==> config.mk <==
export PLATFORM = sky130hd
export DESIGN_NAME = spi_master
export DESIGN_NICKNAME = d
export VERILOG_FILES = /design/src/rtl/spi_pkg.sv /design/src/rtl/spi_clk_gen.sv /design/src/rtl/spi_master.sv
export SDC_FILE = /design/constraint.sdc
export NUM_CORES = 1
export LEC_CHECK = 0
export CAP_MARGIN = 40
export CORE_ASPECT_RATIO = 0.8
export CORE_MARGIN = 1.5
export CORE_UTILIZATION = 40
export CTS_CLUSTER_SIZE = 25
export DETAILED_ROUTE_END_ITERATION = 12
export HOLD_SLACK_MARGIN = 0.05
export PLACE_DENSITY = 0.66
export SETUP_SLACK_MARGIN = 0.4
export SYNTH_ARGS = -nofsm -noshare
export SYNTH_HDL_FRONTEND = slang
export SYNTH_SLANG_ARGS = --single-unit
==> constraint.sdc <==
create_clock -name clk -period 2.7 [get_ports clk]
set_input_delay 0.54 -clock clk [delete_from_list [all_inputs] [get_ports clk]]
set_output_delay 0.54 -clock clk [all_outputs]
set_load 0.02 [all_outputs]
==> src/rtl/spi_pkg.sv <==
// spi_pkg: state encoding, SPI mode and default frame parameters shared by the
// master and slave sides of the link.
package spi_pkg;
   typedef enum logic [1:0] {IDLE, LEAD, XFER, TRAIL} spi_state_t;
   localparam bit CPOL = 1'b0;
   localparam bit CPHA = 1'b0;
   localparam int DEF_DATA_W = 8;
   localparam int DEF_HALF_DIV = 4;
endpackage

==> src/rtl/spi_clk_gen.sv <==
// spi_clk_gen: half-period divider and sclk edge counter. Emits the strobes
// that the master FSM uses to move sclk and the shift registers.
module spi_clk_gen
   import spi_pkg::*;
#(
   parameter int DATA_W = DEF_DATA_W,
   parameter int HALF_DIV = DEF_HALF_DIV
) (
   input  logic clk,
   input  logic rst,
   input  logic run,
   output logic rise_tick,
   output logic fall_tick,
   output logic last_edge,
   output logic end_tick
);
   localparam int CW = $clog2(HALF_DIV);
   localparam int EW = $clog2(2*DATA_W+1);
   logic [CW-1:0] div_cnt;
   logic [EW-1:0] edge_cnt;
   logic tick;
   // edge_cnt holds the number of edges already produced, so the edge about
   // to happen is edge_cnt+1; the final count marks the end of the trail phase
   assign tick = run && div_cnt == CW'(HALF_DIV-1);
   assign rise_tick = tick && !edge_cnt[0] && edge_cnt != EW'(2*DATA_W);
   assign fall_tick = tick && edge_cnt[0];
   assign last_edge = tick && edge_cnt == EW'(2*DATA_W-1);
   assign end_tick = tick && edge_cnt == EW'(2*DATA_W);
   always_ff @(posedge clk or negedge rst)
      if (!rst) begin
         div_cnt <= '0;
         edge_cnt <= '0;
      end else if (!run || end_tick) begin
         div_cnt <= '0;
         edge_cnt <= '0;
      end else begin
         div_cnt <= tick ? '0 : div_cnt + 1'b1;
         edge_cnt <= edge_cnt + EW'(tick);
      end
endmodule

==> src/rtl/spi_master.sv <==
// spi_master: single-frame SPI mode 0 master, MSB first, with a start/busy/done
// local handshake.
module spi_master
   import spi_pkg::*;
#(
   parameter int DATA_W = DEF_DATA_W,
   parameter int HALF_DIV = DEF_HALF_DIV
) (
   input  logic              clk,
   input  logic              rst,
   input  logic              start,
   input  logic [DATA_W-1:0] tx_data,
   output logic              busy,
   output logic              done,
   output logic [DATA_W-1:0] rx_data,
   output logic              sclk,
   output logic              mosi,
   input  logic              miso,
   output logic              ss
);
   spi_state_t state;
   logic [DATA_W-2:0] tx_sr;
   logic [DATA_W-1:0] rx_sr;
   logic rise_tick, fall_tick, last_edge, end_tick;
   spi_clk_gen #(.DATA_W(DATA_W), .HALF_DIV(HALF_DIV)) u_clk_gen (
      .clk(clk),
      .rst(rst),
      .run(state != IDLE),
      .rise_tick(rise_tick),
      .fall_tick(fall_tick),
      .last_edge(last_edge),
      .end_tick(end_tick)
   );
   // tx_sr holds only the bits not yet on mosi; the MSB goes straight to mosi
   always_ff @(posedge clk or negedge rst)
      if (!rst) begin
         state <= IDLE;
         tx_sr <= '0;
         rx_sr <= '0;
         rx_data <= '0;
         busy <= 1'b0;
         done <= 1'b0;
         sclk <= CPOL;
         mosi <= 1'b0;
         ss <= 1'b1;
      end else begin
         done <= 1'b0;
         case (state)
            IDLE:
               if (start) begin
                  tx_sr <= tx_data[DATA_W-2:0];
                  mosi <= tx_data[DATA_W-1];
                  ss <= 1'b0;
                  busy <= 1'b1;
                  state <= LEAD;
               end
            LEAD, XFER: begin
               if (rise_tick) begin
                  sclk <= 1'b1;
                  rx_sr <= {rx_sr[DATA_W-2:0], miso};
                  state <= XFER;
               end
               if (fall_tick) begin
                  sclk <= 1'b0;
                  if (last_edge) state <= TRAIL;
                  else begin
                     mosi <= tx_sr[DATA_W-2];
                     tx_sr <= tx_sr << 1;
                  end
               end
            end
            TRAIL:
               if (end_tick) begin
                  ss <= 1'b1;
                  mosi <= 1'b0;
                  busy <= 1'b0;
                  rx_data <= rx_sr;
                  done <= 1'b1;
                  state <= IDLE;
               end
            default: state <= IDLE;
         endcase
      end
endmodule

==> summary.md, run 1 <==
| Metric | Value |
|---|---|
| CTS Buf Count | 5 |
| Design area | 0.00217 mm^2 |
| Hold buffers post-CTS | 0 |
| Skew final | ~0.0036 ns |
| Ys async rst share | 1.00 |
| Max H-tree Level | 2 |
| Lkg Pwr | about 1.0 nW |
| Pre-Repair DR Iteration Count | 3 |
| Root Buffer | clkbuf_8 |
| Nets | approximately 190 |
| Placed inst area | slightly above 0.002 mm^2 |
| Post-route total power | 975 uW |
| Slew HR | 0.698 |
| Post-detail-place hpwl | about 2200 um |
| Syn Area/Cell | between 10 and 15 um^2 |
| Fin cells | about 230 |
| Top cells by area, synth | dfrtp_1 51%, mux2_4 6.8%, mux2_1 5.1% |
| Number of global-route vias before repair | ~1100 |
| DR vias | 1097 |
| Post-synth top area share | 0.511 |
| WL/cell | 14.0 um |
| Switching Share | 0.200 |
| Synth cell count leaders | 36 x dfrtp_1, 12 x nand2_1, 8 x mux2_1, 8 x mux2_4, 8 x o21ai_0 |
| Worst slew pin tran | between 0.4 and 0.5 ns |
| DIE WIDTH | 77.2 um |
| Synth area leader | dfrtp_1 |
| Setup crit start kind | flop |
| Total negative slack | 0 ns |
| Maximum VDD drop | 0.231 mV |
| Comb power frac | 0.031 |
| Layout cell share with drive strength beyond 1 | 0.188 |
| Final period util | 0.789 |
| Total GRT Usage | 0.145 |
| Final min period | around 2.1 ns |
| Post-synth EDFFs | 0 |
| #FFs+latches synth | 37 |
| Net Count, Synth | 160 |
| First DRT Iteration DRCs | 47 |
| Placed cells | 218 |
| Die ar. | a little under 0.005 mm^2 |
| Clock power share | 0.399 |
| Max-cap violations | 0 |
| Synth cell types | 40 |
| CP Class | flop to flop |
| Hold WC Path Type | flop to flop |
| Die Y | approximately 62 um |
| Final Hold Vio Count | 0 |
| CTS tree | yes |
| Synth Flop Type | dfrtp_1 |
| Routed Antenna Nets | 0 |
| Fmax | ~470 MHz |
| Fin util | 0.515 |
| # IOs | 25 |
| CTS Buffer Depth | 2 |
| Area grow syn2layout | 22.9% |
| CP arrival | ~2.3 ns |
| Psw | just under 200 uW |
| Rows | 21 |
| Final setup fails | 0 |
| Remaining DRCs | 0 |
| WL final | roughly 3200 um |
| Initial Util | 0.419 |
| Worst EP required | between 2 and 3 ns |
| Crit-path max FO | 9 |
| Outcome | complete, no violations |
| Vias/cell | around 4.8 |
| Pin count of the biggest net entering global routing | 38 |
| Power Dens Cells | between 400 and 500 mW/mm^2 |
| Sink Count | 37 |
| Port bufs | 24 |
| Global-route wire length before repair | between 5000 and 6000 um |
| Reg2Reg Setup Slack | approximately 0.57 ns |
| Core area | approximately 0.0042 mm^2 |
| Synth warnings | 0 |
| RSZ-0062 raised after global routing | false |
| Post-Syn Instances | about 140 |
| Clock latency on the worst-skew pair | 0.28 ns |
| Antenna violations before repair | 0 |
| Final RePlAce weighted congestion | 0.853 |
| Crit end category | flop |
| Final Max Tran Viols | 0 |
| Gr ovfl total | 0 |
| Antenna Cells | 0 |
| Count leader, synth | dfrtp_1 |
| Mapped Area | approximately 0.0018 mm^2 |
| Flop pwr share | 0.570 |
| Cell Int Power | between 700 and 800 uW |
| Seq/Total Area, Yosys | 0.526 |
| CTS clk-pin slew, worst paths | ~0.070 ns |
final cells by class:
type / count / area [um^2]
fillers: 372 / 2040
flip-flops and latches: 37 / 927
multi-input cells: 91 / 788
repair buffers: 27 / 263
clock buffers: 8 / 90.1
well taps: 57 / 71.3
inverters: 7 / 26.3
per-stage QoR:
stage                     setup WS, ns  hold WS (ns)
final                            0.571         0.441
after global routing             0.411         0.452
after CTS                        0.469         0.444
after detailed placement         0.222         0.435
after global placement           0.346         0.434
after floorplan                  0.461         0.244
cell usage in the layout (no fill, tap or decap), types with 5 or more instances in the layout:
cell,instances
dfrtp_1,36
clkdlybuf4s50_1,24
nand2_1,12
mux2_4,8
o21ai_0,8
mux2_1,8
inv_1,7
nor2_1,7
mux2i_1,6
clkbuf_8,6
ha_1,5
per-layer routing:
| metal | part of all wire | GRT usage | wire length, um | vias up |
|---|---|---|---|---|
| li1 | - | - | - | 547 |
| met1 | 0.51 | 0.204 | 1620 | 532 |
| met2 | 0.45 | 0.218 | 1410 | 14 |
| met3 | 0.036 | 0.0423 | 115 | 4 |
| met4 | 0.0085 | 0.0409 | 27 | 0 |
| met5 | 0 | 0 | 0 | - |
power groups by stage:
stage               Clock [mW]  Sequential, mW  Combinational, mW
floorplan                    0           0.566            0.00275
global placement             0           0.566             0.0311
detailed placement           0           0.566             0.0320
CTS                      0.393           0.556             0.0321
global route             0.417           0.555             0.0348
finish                   0.389           0.556             0.0307
worst max-delay path: stages, from the launching register on:
cell and delay, ns:
dfrtp_1 0.38, inv_1 0.09, ha_2 0.25, nand2b_2 0.25, inv_1 0.14, ha_1 0.18
o21ai_2 0.08, or2_4 0.31, mux2_1 0.33
repair_timing:
| item | CTS | global route |
|---|---|---|
| cloned | 0 | 0 |
| gates resized for setup | 1 | 4 |
| buffers inserted | 1 | 0 |
| endpoints found under the setup margin | 15 | 19 |
| pin swaps | 1 | 0 |
sequential cells by signal (all words and copies together) (netlist names):
name and flops:
mosi 1, u_clk_gen.edge_cnt 5, tx_sr 7, state 2, rx_sr 8, ss 1
u_clk_gen.div_cnt 2, rx_data 8, sclk 1, busy 1, done 1
cells by family (layout without fill, tap and decap cells):
logic type / after synthesis / count (layout) / share of synthesized area
XOR/XNOR: 3 / 3 / 0.0149
flip-flops: 37 / 37 / 0.526
adder cells (fa/ha/maj): 7 / 7 / 0.0497
buffers and inverters: 13 / 42 / 0.0355
AND/OR/NAND/NOR: 36 / 36 / 0.106
AO/OA/AOI/OAI: 21 / 21 / 0.101
multiplexers: 24 / 24 / 0.166
final timing paths:
| kind | startpoint | endpoint | cells after the start |
|---|---|---|---|
| worst max-delay path | state[0] | rx_sr[3] | 8 |
| worst min-delay path | u_clk_gen.div_cnt[0] | u_clk_gen.div_cnt[0] | 1 |
| worst max register to register | state[0] | rx_sr[3] | 8 |
| worst min register to register | u_clk_gen.div_cnt[0] | u_clk_gen.div_cnt[0] | 1 |
| max in group asynchronous | rst | ss | 2 |
| min in group asynchronous | rst | rx_data[6] | 2 |
No activity file was read; power rests on OpenSTA's default activity.
==> run 2: changes to the inputs <==
--- a/config.mk
+++ b/config.mk
@@ -12,7 +12,7 @@
 export CTS_CLUSTER_SIZE = 25
 export DETAILED_ROUTE_END_ITERATION = 12
 export HOLD_SLACK_MARGIN = 0.05
-export PLACE_DENSITY = 0.66
+export PLACE_DENSITY = 0.68
 export SETUP_SLACK_MARGIN = 0.4
 export SYNTH_ARGS = -nofsm -noshare
 export SYNTH_HDL_FRONTEND = slang
==> constraint.sdc (replaced) <==
create_clock -name clk -period 1.8 [get_ports clk]
set_input_delay 0.36 -clock clk [delete_from_list [all_inputs] [get_ports clk]]
set_output_delay 0.36 -clock clk [all_outputs]
set_load 0.02 [all_outputs]
==> run 2 against run 1 <==
Against the previous run: largest cell class is now multi-input gates; first-iteration DRC count decreased by 8.5%; register-to-register slack got worse by 0.64 ns; global-route usage up 2.9 points; cell area rose by 21%; critical endpoint is now rx_sr[4]; sequential power increased by 50%; clock skew rose by 0.0040 ns; total power is 78% higher; combinational power grew 67%; the flow now finishes with violations (negative setup slack); highest routed layer unchanged.
==> summary.md, run 2 (synthesis gave the netlist of run 1 again) <==
| Metric | Value |
|---|---|
| Final RePlAce weighted congestion | approximately 0.86 |
| Number of global-route vias before repair | roughly 1300 |
| Antenna violations before repair | 0 |
| Antenna Cells | 0 |
| Gr ovfl total | 0 |
| CP Class | flop to flop |
| Setup crit start kind | flop |
| Worst EP required | slightly below 2 ns |
| Pin count of the biggest net entering global routing | 38 |
| Max H-tree Level | 2 |
| Worst slew pin tran | between 0.4 and 0.5 ns |
| Pre-Repair DR Iteration Count | 4 |
| Commonest non-fill, non-tap cells in the layout | 36 x dfrtp_1, 24 x buf_4, 16 x mux2_4, 11 x clkdlybuf4s50_1 |
| Final setup margin | -0.0704 ns |
| Root Buffer | clkbuf_8 |
| Slew HR | 0.731 |
| Routed Antenna Nets | 0 |
| Core area | between 0.004 and 0.005 mm^2 |
| DR vias | approximately 1200 |
| CTS tree | yes |
| Remaining DRCs | 0 |
| Comb power frac | 0.030 |
| Global-route wire length before repair | 6380 um |
| Final Hold Vio Count | 0 |
| Final min period | between 1.5 and 2 ns |
| Final Hold Slack | ~0.43 ns |
| WL final | just under 4000 um |
| Final setup fails | 18 |
| CP peak stage delay | 0.60 ns |
| Placed inst area | about 0.0022 mm^2 |
| Cell Chain, Critical Path | or4b_4, o21ai_2, or2_1, buf_6, mux2_4 |
| WL/cell | roughly 15 um |
| Top Registers | rx_data (8), rx_sr (8), tx_sr (7) |
| Max-cap violations | 0 |
| Crit-path slowest cell | or4b_4 |
| Skew final | around 0.0077 ns |
| Maximum VDD drop | 0.730 mV |
| Power Dens Cells | between 600 and 700 mW/mm^2 |
| Post-detail-place hpwl | 2430 um |
| Total GRT Usage | 0.174 |
| Failing checks | negative setup slack |
| Total negative slack | -0.781 ns |
| Most common cell after layout, fill and taps aside | dfrtp_1 |
| Outcome | finished with violations |
| CTS Buf Count | 5 |
| Die ar. | 0.00482 mm^2 |
| First DRT Iteration DRCs | 43 |
| Switching Share | 0.188 |
| Fmax | about 530 MHz |
| Design area | around 0.0026 mm^2 |
| Vias/cell | 4.88 |
| Hold buffers post-CTS | 0 |
| Rows | 21 |
| Clock latency on the worst-skew pair | about 0.3 ns |
| CP arrival | a little over 2 ns |
| Die Y | roughly 62 um |
| Port bufs | 24 |
| Fill cells | 330 |
| Crit end category | flop |
| Flop pwr share | 0.479 |
| DIE WIDTH | ~77 um |
| CTS Buffer Depth | 2 |
| Final period util | 1.04 |
| Psw | 326 uW |
| Nets | between 200 and 250 |
| Layout cell share with drive strength beyond 1 | 0.465 |
| Initial Util | 0.419 |
| RSZ-0062 raised after global routing | true |
| Clock power share | 0.491 |
| CTS clk-pin slew, worst paths | approximately 0.070 ns |
| Crit-path max FO | 5 |
| Cell Int Power | ~1.4 mW |
| Lkg Pwr | between 1 and 1.5 nW |
| Final Max Tran Viols | 0 |
| # IOs | 25 |
| Hold WC Path Type | input pin to asynchronous set/reset pin |
| Sink Count | 37 |
| Area grow syn2layout | 48.6% |
## run 2: cell count changes in the layout (fill, tap and decap cells not counted), sizes merged
| cell | change |
|---|---|
| buf | +29 |
| clkdlybuf4s50 | -13 |
| clkdlybuf4s15 | +6 |
| dlygate4sd2 | +6 |
| clkbuf | -3 |
| bufinv | +2 |
| clkinv | +1 |
## run 2: metrics by stage
| stage | total power, mW | util | setup slack [ns] | std cells |
|---|---|---|---|---|
| 2_1_floorplan | 0.853 | - | -0.109 | 141 |
| 3_5_place_dp | 0.900 | 0.532 | -0.0640 | 236 |
| 6_report | 1.74 | 0.623 | -0.0704 | 255 |
| 3_3_place_gp | 0.899 | 0.532 | -0.0375 | 236 |
| 5_1_grt | 1.80 | 0.623 | -0.123 | 255 |
| 4_1_cts | 1.75 | 0.593 | -0.0526 | 251 |
## run 2: power groups by stage
stage	sequential (mW)	clock, mW	combinational (mW)
5_1_grt	0.833	0.909	0.0579
3_3_place_gp	0.849	0	0.0502
3_5_place_dp	0.849	0	0.0509
2_1_floorplan	0.849	0	0.00412
6_report	0.833	0.853	0.0514
4_1_cts	0.832	0.869	0.0515
## run 2: repair_timing
item	4_1_cts	5_1_grt
setup buffers	6	3
resized for setup	32	36
endpoints found under the setup margin	49	42
pin swaps	10	17
endpoints found under the hold margin	0	0
cloned	1	1
## run 2: critical path: cells and delay by family, from the launching register on
family                 cells  cell delay (ns)
multiplexers               1             0.30
buffers and inverters      1             0.16
flip-flops                 1             0.38
AO/OA/AOI/OAI              1             0.15
AND/OR/NAND/NOR            2             0.77
## run 2: worst paths after layout
kind / start / depth (start not counted) / slack, ns / to
worst max-delay path: u_clk_gen.edge_cnt[2] / 5 / -0.07 / rx_sr[4]
worst min-delay path: rst / 2 / 0.43 / rx_data[5]
worst max register to register: u_clk_gen.edge_cnt[2] / 5 / -0.07 / rx_sr[4]
worst min register to register: u_clk_gen.div_cnt[0] / 1 / 0.44 / u_clk_gen.div_cnt[0]
max in group asynchronous: rst / 2 / 1.12 / ss
min in group clk: u_clk_gen.div_cnt[0] / 1 / 0.44 / u_clk_gen.div_cnt[0]
## run 2: cell type report
cell class	instances	area, um^2	area share
Timing Repair Buffer	55	513	0.196
Clock buffer	5	68.8	0.0263
Tap cell	57	71.3	0.0272
Multi-Input combinational cell	91	946	0.361
Sequential cell	37	927	0.354
Inverter	7	28.8	0.0110
Clock inverter	3	65.1	0.0248
## run 2: layer usage
| metal | up-vias | track usage | wire length, um |
|---|---|---|---|
| met2 | 17 | 0.277 | 1980 |
| met3 | 5 | 0.0438 | 127 |
| met5 | - | 0 | 0 |
| met1 | 620 | 0.220 | 1750 |
| li1 | 602 | - | - |
| met4 | 0 | 0.0886 | 70 |
